--- config.mk ---
export PLATFORM = sky130hd
export DESIGN_NAME = hms_counter
export DESIGN_NICKNAME = d
export VERILOG_FILES = /design/src/rtl/hms_counter.sv
export SDC_FILE = /design/constraint.sdc
export NUM_CORES = 1
export LEC_CHECK = 0
export BUFFER_PORTS_ARGS = -buffer_cell sky130_fd_sc_hd__buf_2
export CAP_MARGIN = 20
export CORE_MARGIN = 2
export CORE_UTILIZATION = 49
export DETAILED_ROUTE_END_ITERATION = 8
export GPL_TIMING_DRIVEN = 1
export PLACE_DENSITY = 0.8
export SETUP_SLACK_MARGIN = 0.4
export SKIP_LAST_GASP = 1
export SYNTH_ARGS = -nofsm -noshare
export SYNTH_HDL_FRONTEND = slang
export SYNTH_SLANG_ARGS = --single-unit
export TNS_END_PERCENT = 10
--- constraint.sdc ---
create_clock -name clk -period 2.09 [get_ports clk]
set_clock_uncertainty 0.2 [all_clocks]
set_input_delay 0.418 -clock clk [delete_from_list [all_inputs] [get_ports clk]]
set_output_delay 0.418 -clock clk [all_outputs]
set_load 0.01 [all_outputs]
--- src/rtl/hms_counter.sv ---
// hms_counter
// Hours:minutes:seconds time core with configurable field moduli, an enable
// prescaler, up/down counting, synchronous clear/load, lap capture and
// rollover/expiry flags.
//
// Parameters
//   DIV      enabled clk cycles per count step (>=1)
//   SEC_MOD  seconds modulus (>=2)
//   MIN_MOD  minutes modulus (>=2)
//   HR_MOD   hours modulus (>=2)
//
// Ports
//   clk, rst_n                   clock, synchronous active-low reset
//   enable                       advance the prescaler this cycle
//   mode_down                    0 = count up, 1 = count down
//   clear / load                 synchronous zero / load (clear wins)
//   load_sec/min/hr              load values, clamped to modulus-1
//   lap_capture                  snapshot the pre-edge count
//   seconds/minutes/hours        current count
//   lap_sec/min/hr, lap_valid    last captured count, capture-seen flag
//   sec_carry                    combinational seconds carry/borrow
//   wrap                         one-cycle pulse after up-mode full rollover
//   expired                      sticky, countdown reached zero
module hms_counter #(
    parameter int DIV     = 1,
    parameter int SEC_MOD = 60,
    parameter int MIN_MOD = 60,
    parameter int HR_MOD  = 24,
    localparam int SEC_W  = $clog2(SEC_MOD),
    localparam int MIN_W  = $clog2(MIN_MOD),
    localparam int HR_W   = $clog2(HR_MOD)
) (
    input  logic             clk,
    input  logic             rst_n,
    input  logic             enable,
    input  logic             mode_down,
    input  logic             clear,
    input  logic             load,
    input  logic [SEC_W-1:0] load_sec,
    input  logic [MIN_W-1:0] load_min,
    input  logic [HR_W-1:0]  load_hr,
    input  logic             lap_capture,
    output logic [SEC_W-1:0] seconds,
    output logic [MIN_W-1:0] minutes,
    output logic [HR_W-1:0]  hours,
    output logic [SEC_W-1:0] lap_sec,
    output logic [MIN_W-1:0] lap_min,
    output logic [HR_W-1:0]  lap_hr,
    output logic             lap_valid,
    output logic             sec_carry,
    output logic             wrap,
    output logic             expired
);

    // DIV==1 still gets a 1-bit counter; it simply never leaves 0.
    localparam int DIV_W = (DIV > 1) ? $clog2(DIV) : 1;

    localparam logic [DIV_W-1:0] DIV_LAST = DIV_W'(DIV - 1);
    localparam logic [SEC_W-1:0] SEC_MAX  = SEC_W'(SEC_MOD - 1);
    localparam logic [MIN_W-1:0] MIN_MAX  = MIN_W'(MIN_MOD - 1);
    localparam logic [HR_W-1:0]  HR_MAX   = HR_W'(HR_MOD - 1);

    logic [DIV_W-1:0] div_cnt;
    logic             step;

    logic sec_max, min_max, hr_max, all_max;
    logic sec_zero, min_zero, hr_zero, all_zero;
    logic last_sec;

    logic [SEC_W-1:0] sec_nxt, sec_ld;
    logic [MIN_W-1:0] min_nxt, min_ld;
    logic [HR_W-1:0]  hr_nxt,  hr_ld;

    assign step = enable && (div_cnt == DIV_LAST);

    assign sec_max  = (seconds == SEC_MAX);
    assign min_max  = (minutes == MIN_MAX);
    assign hr_max   = (hours == HR_MAX);
    assign all_max  = sec_max && min_max && hr_max;
    assign sec_zero = (seconds == '0);
    assign min_zero = (minutes == '0);
    assign hr_zero  = (hours == '0);
    assign all_zero = sec_zero && min_zero && hr_zero;
    // 00:00:01 is the only count whose down step lands on zero.
    assign last_sec = (seconds == SEC_W'(1)) && min_zero && hr_zero;

    // Out-of-range load fields saturate rather than wrap.
    assign sec_ld = (load_sec > SEC_MAX) ? SEC_MAX : load_sec;
    assign min_ld = (load_min > MIN_MAX) ? MIN_MAX : load_min;
    assign hr_ld  = (load_hr  > HR_MAX)  ? HR_MAX  : load_hr;

    // Down mode at zero carries nothing: the count parks there.
    assign sec_carry = step && (mode_down ? (sec_zero && !(min_zero && hr_zero))
                                          : sec_max);

    // Count value after one step in the current direction.
    always_comb begin
        sec_nxt = seconds;
        min_nxt = minutes;
        hr_nxt  = hours;
        if (!mode_down) begin
            if (sec_max) begin
                sec_nxt = '0;
                if (min_max) begin
                    min_nxt = '0;
                    hr_nxt  = hr_max ? '0 : hours + HR_W'(1);
                end else begin
                    min_nxt = minutes + MIN_W'(1);
                end
            end else begin
                sec_nxt = seconds + SEC_W'(1);
            end
        end else if (!all_zero) begin
            if (sec_zero) begin
                sec_nxt = SEC_MAX;
                if (min_zero) begin
                    min_nxt = MIN_MAX;
                    hr_nxt  = hours - HR_W'(1);
                end else begin
                    min_nxt = minutes - MIN_W'(1);
                end
            end else begin
                sec_nxt = seconds - SEC_W'(1);
            end
        end
    end

    always_ff @(posedge clk) begin
        if (!rst_n) begin
            div_cnt   <= '0;
            seconds   <= '0;
            minutes   <= '0;
            hours     <= '0;
            lap_sec   <= '0;
            lap_min   <= '0;
            lap_hr    <= '0;
            lap_valid <= 1'b0;
            wrap      <= 1'b0;
            expired   <= 1'b0;
        end else begin
            wrap <= 1'b0;

            // Lap always sees the pre-edge count, whatever else happens.
            if (lap_capture) begin
                lap_sec   <= seconds;
                lap_min   <= minutes;
                lap_hr    <= hours;
                lap_valid <= 1'b1;
            end

            if (clear) begin
                div_cnt <= '0;
                seconds <= '0;
                minutes <= '0;
                hours   <= '0;
                expired <= 1'b0;
            end else if (load) begin
                div_cnt <= '0;
                seconds <= sec_ld;
                minutes <= min_ld;
                hours   <= hr_ld;
                expired <= 1'b0;
            end else begin
                if (enable)
                    div_cnt <= step ? '0 : div_cnt + DIV_W'(1);
                if (step) begin
                    seconds <= sec_nxt;
                    minutes <= min_nxt;
                    hours   <= hr_nxt;
                    if (!mode_down && all_max)
                        wrap <= 1'b1;
                    if (mode_down && last_sec)
                        expired <= 1'b1;
                end
            end
        end
    end

endmodule

==> run_results.csv <==
group,metric,value,unit
status,outcome,"finished, violations left",
status,violations,"negative setup slack",
place,hpwl,5460,µm
sta,setup_tns,-0.337,ns
grt,grt_max_degree,29,
power_and_ir_drop,pwr-share-clk,30.7,%
power_and_ir_drop,internal_power,1.32,mW
power_and_ir_drop,power_switching,600,µW
layout,area_delta_synth_final,34.0,%
logic_synthesis,synthTopCellsByArea,"dfxtp_1, mux2i_1, nor2b_1, ha_1, nand2_1",
die,core_area,5110,µm²
clock_tree,cts_tree,"yes",
logic_synthesis,synthArstFlopShare,0,%
layout,nets,440,
sta,final_hold_viol_count,0,
route,drt_iter0_drc,198,
place,dpl.cell_count,460,
route,drc,0,
logic_synthesis,yosys.cell_types.count,68,
grt,antenna_found_initial,0,
setup_path,worst-path-max-fanout,2,
logic_synthesis,ys_warn_count,0,
sta,rsz0062_at_grt,"yes",
logic_synthesis,synth_top_area_share,29.2,%
layout,final_util,68.4,%
clock_tree,cts_made_buffers,5,
place,port_buffers,61,
logic_synthesis,synth.most_common_cell,"dfxtp_1",
setup_path,worstSetupEndpointType,"output port",
power_and_ir_drop,p_seq_share,40.5,%
grt,gr-total-overflow,0,
clock_tree,clk_pin_slew_worst_paths,0.08,ns
route,viasPerCell,5.96,
route,routed_wl,7950,µm
logic_synthesis,synth_area,2610,µm²
sta,slew_headroom,62.2,%
power_and_ir_drop,peakVddDrop,0.354,mV
worst_hold_path,hold_path.class,"primary input to register",
grt,busiest_layer,"met2",
clock_tree,htree_levels,2,
grt,met3_usage,4.24,%
sta,final_max_slew_viol_count,0,
die,fp-row-count,26,
die,dieWidth,76.9,µm
clock_tree,cts_buffer_depth,2,
power_and_ir_drop,power_frac_comb,28.8,%
power_and_ir_drop,swShare,31.3,%
setup_path,arrival,1.59,ns
die,die_h,76.9,µm
die,initial_utilization,51.0,%
die,io_pins,62,
logic_synthesis,syn_nets,342,
grt,grtUsageMet1,33.1,%
setup_path,required,1.47,ns
sta,timing.fmax,453,MHz
logic_synthesis,yosysTopAreaCell,"dfxtp_1",
layout,drive_gt1_share,39.0,%
place,gp_congestion,0.941,
sta,fin_crit_sh,106,%
logic_synthesis,ys.flop_type,"dfxtp_1",
die,fp.dieArea,5920,µm²
grt,grt_pass1_vias,2576,
layout,layoutNonFillerInstCount,478,
setup_path,start_kind,"register",
power_and_ir_drop,power.density,549,nW/µm²
logic_synthesis,synth_edf_count,0,
route,final_antenna_net_count,0,
sta,setup_viol,6,
sta,setup_ws,-0.118,ns
power_and_ir_drop,finalPower,1.92,mW
sta,period_needed,2.21,ns
route,dr.pass1.iters,5,
flow_run,drv_cap,0,
power_and_ir_drop,power.leakage,1.58,nW
logic_synthesis,synth_seq_area_share,29.2,%
sta,tightest_slew,0.567,ns
grt,grt_util_met2,42.1,%
clock_tree,clk_latency,0.30,ns
grt,grt_use_total,26.0,%
route,via_count,2849,
setup_path,path_class,"register to output port",
route,wire_per_inst,16.6,µm
clock_tree,clock-sinks,38,
clock_tree,cts_root_buf,"clkbuf_8",
grt,grt_pass1_wl,12400,µm
logic_synthesis,yosys-top-cells-count,"dfxtp_1, nand2_1, nor2b_1, mux2i_1",
layout,diodes,0,
logic_synthesis,ys_ff_latch,38,
logic_synthesis,syn_inst,309,
logic_synthesis,avgSynthCellArea,8.43,µm²
-- metal layers --
| layer | up-vias | part of all wire [%] |
|---|---|---|
| li1 | 1330 | - |
| met1 | 1329 | 41 |
| met2 | 150 | 47 |
| met3 | 40 | 8.3 |
| met4 | 0 | 3.8 |
| met5 | - | 0 |
-- power by group through the flow --
stage	Clock, mW	Sequential, mW	Combinational [mW]
4_1_cts	0.599	0.775	0.514
3_5_place_dp	0	0.792	0.487
2_1_floorplan	0	0.802	0.295
3_3_place_gp	0	0.790	0.480
6_report	0.588	0.777	0.552
5_1_grt	0.621	0.780	0.592
-- placed cells by master (no fill, tap or decap), types with 3 or more instances in the layout --
cell and instances:
buf_2 60, clkbuf_8 5, nand4_1 5, and2_1 3, mux2i_1 21, dfxtp_1 31, inv_2 4, nor2b_1 21
o221ai_1 4, nor3b_1 4, o211ai_1 4, a311oi_1 3, nor3_1 8, ha_1 6, and3_1 6, o21ai_0 12
o22ai_1 5, a31oi_1 3, nor4b_1 3, o311ai_0 3, dfxtp_4 3, xnor2_1 5, nand3_1 10, dfxtp_2 4
nand2b_1 6, nor2_1 13, inv_1 4, a21oi_1 11, nand2_1 24, buf_4 53
-- flip-flops by register name, indices dropped and copies added (netlist names) --
register	cells
wrap	1
div_cnt	1
minutes	6
hours	5
lap_min	6
lap_valid	1
lap_hr	5
seconds	6
lap_sec	6
expired	1
-- through the flow --
step                      setup slack, ns  hold slack [ns]  instance area, µm²
after global routing               -0.158            0.103                3490
after floorplan                   -0.0687            0.254                2650
final                              -0.118           0.0814                3490
after CTS                          -0.125           0.0808                3410
after detailed placement         -0.00668            0.262                3240
after global placement             0.0603            0.240                3240
-- repair_timing --
| item | CTS | global route |
|---|---|---|
| endpoints found under the setup margin | 22 | 25 |
| pin swaps | 7 | 4 |
| gates cloned | 1 | 0 |
| hold buffers | 0 | 0 |
| buffers inserted | 3 | 6 |
| gates resized for setup | 12 | 11 |
-- worst paths after layout --
| kind | start | to | slack [ns] | cells past startpoint |
|---|---|---|---|---|
| hold / removal | enable | div_cnt | 0.08 | 2 |
| hold reg to reg | lap_valid | lap_valid | 0.27 | 1 |
| setup reg to reg | minutes[0] | hours[3] | -0.07 | 9 |
| setup / recovery | hours[1] | sec_carry | -0.12 | 6 |
-- cell type report --
cell class | instances | area (µm²)
clock inverters | 2 | 10.0
well taps | 70 | 87.6
clock buffers | 6 | 93.8
multi-input cells | 235 | 1750
flip-flops and latches | 38 | 777
inverters | 11 | 43.8
repair buffers | 116 | 736
fillers | 399 | 1610
-- critical path, cell delays in order (launching register included) --
cell and delay, ns:
dfxtp_4 0.36, inv_2 0.04, ha_4 0.15, and4bb_1 0.20
and4b_4 0.21, a211oi_4 0.18, buf_6 0.15
-- kinds of logic after synthesis --
logic type	after synthesis	share of synthesized area (%)
mux	22	9.07
simple gates	120	26.7
xor+xnor	7	2.35
compound gates	76	21.6
buf+inv	37	6.77
fa+ha+maj	9	4.32
flops	38	29.2
No activity file was read; power rests on OpenSTA's default activity.
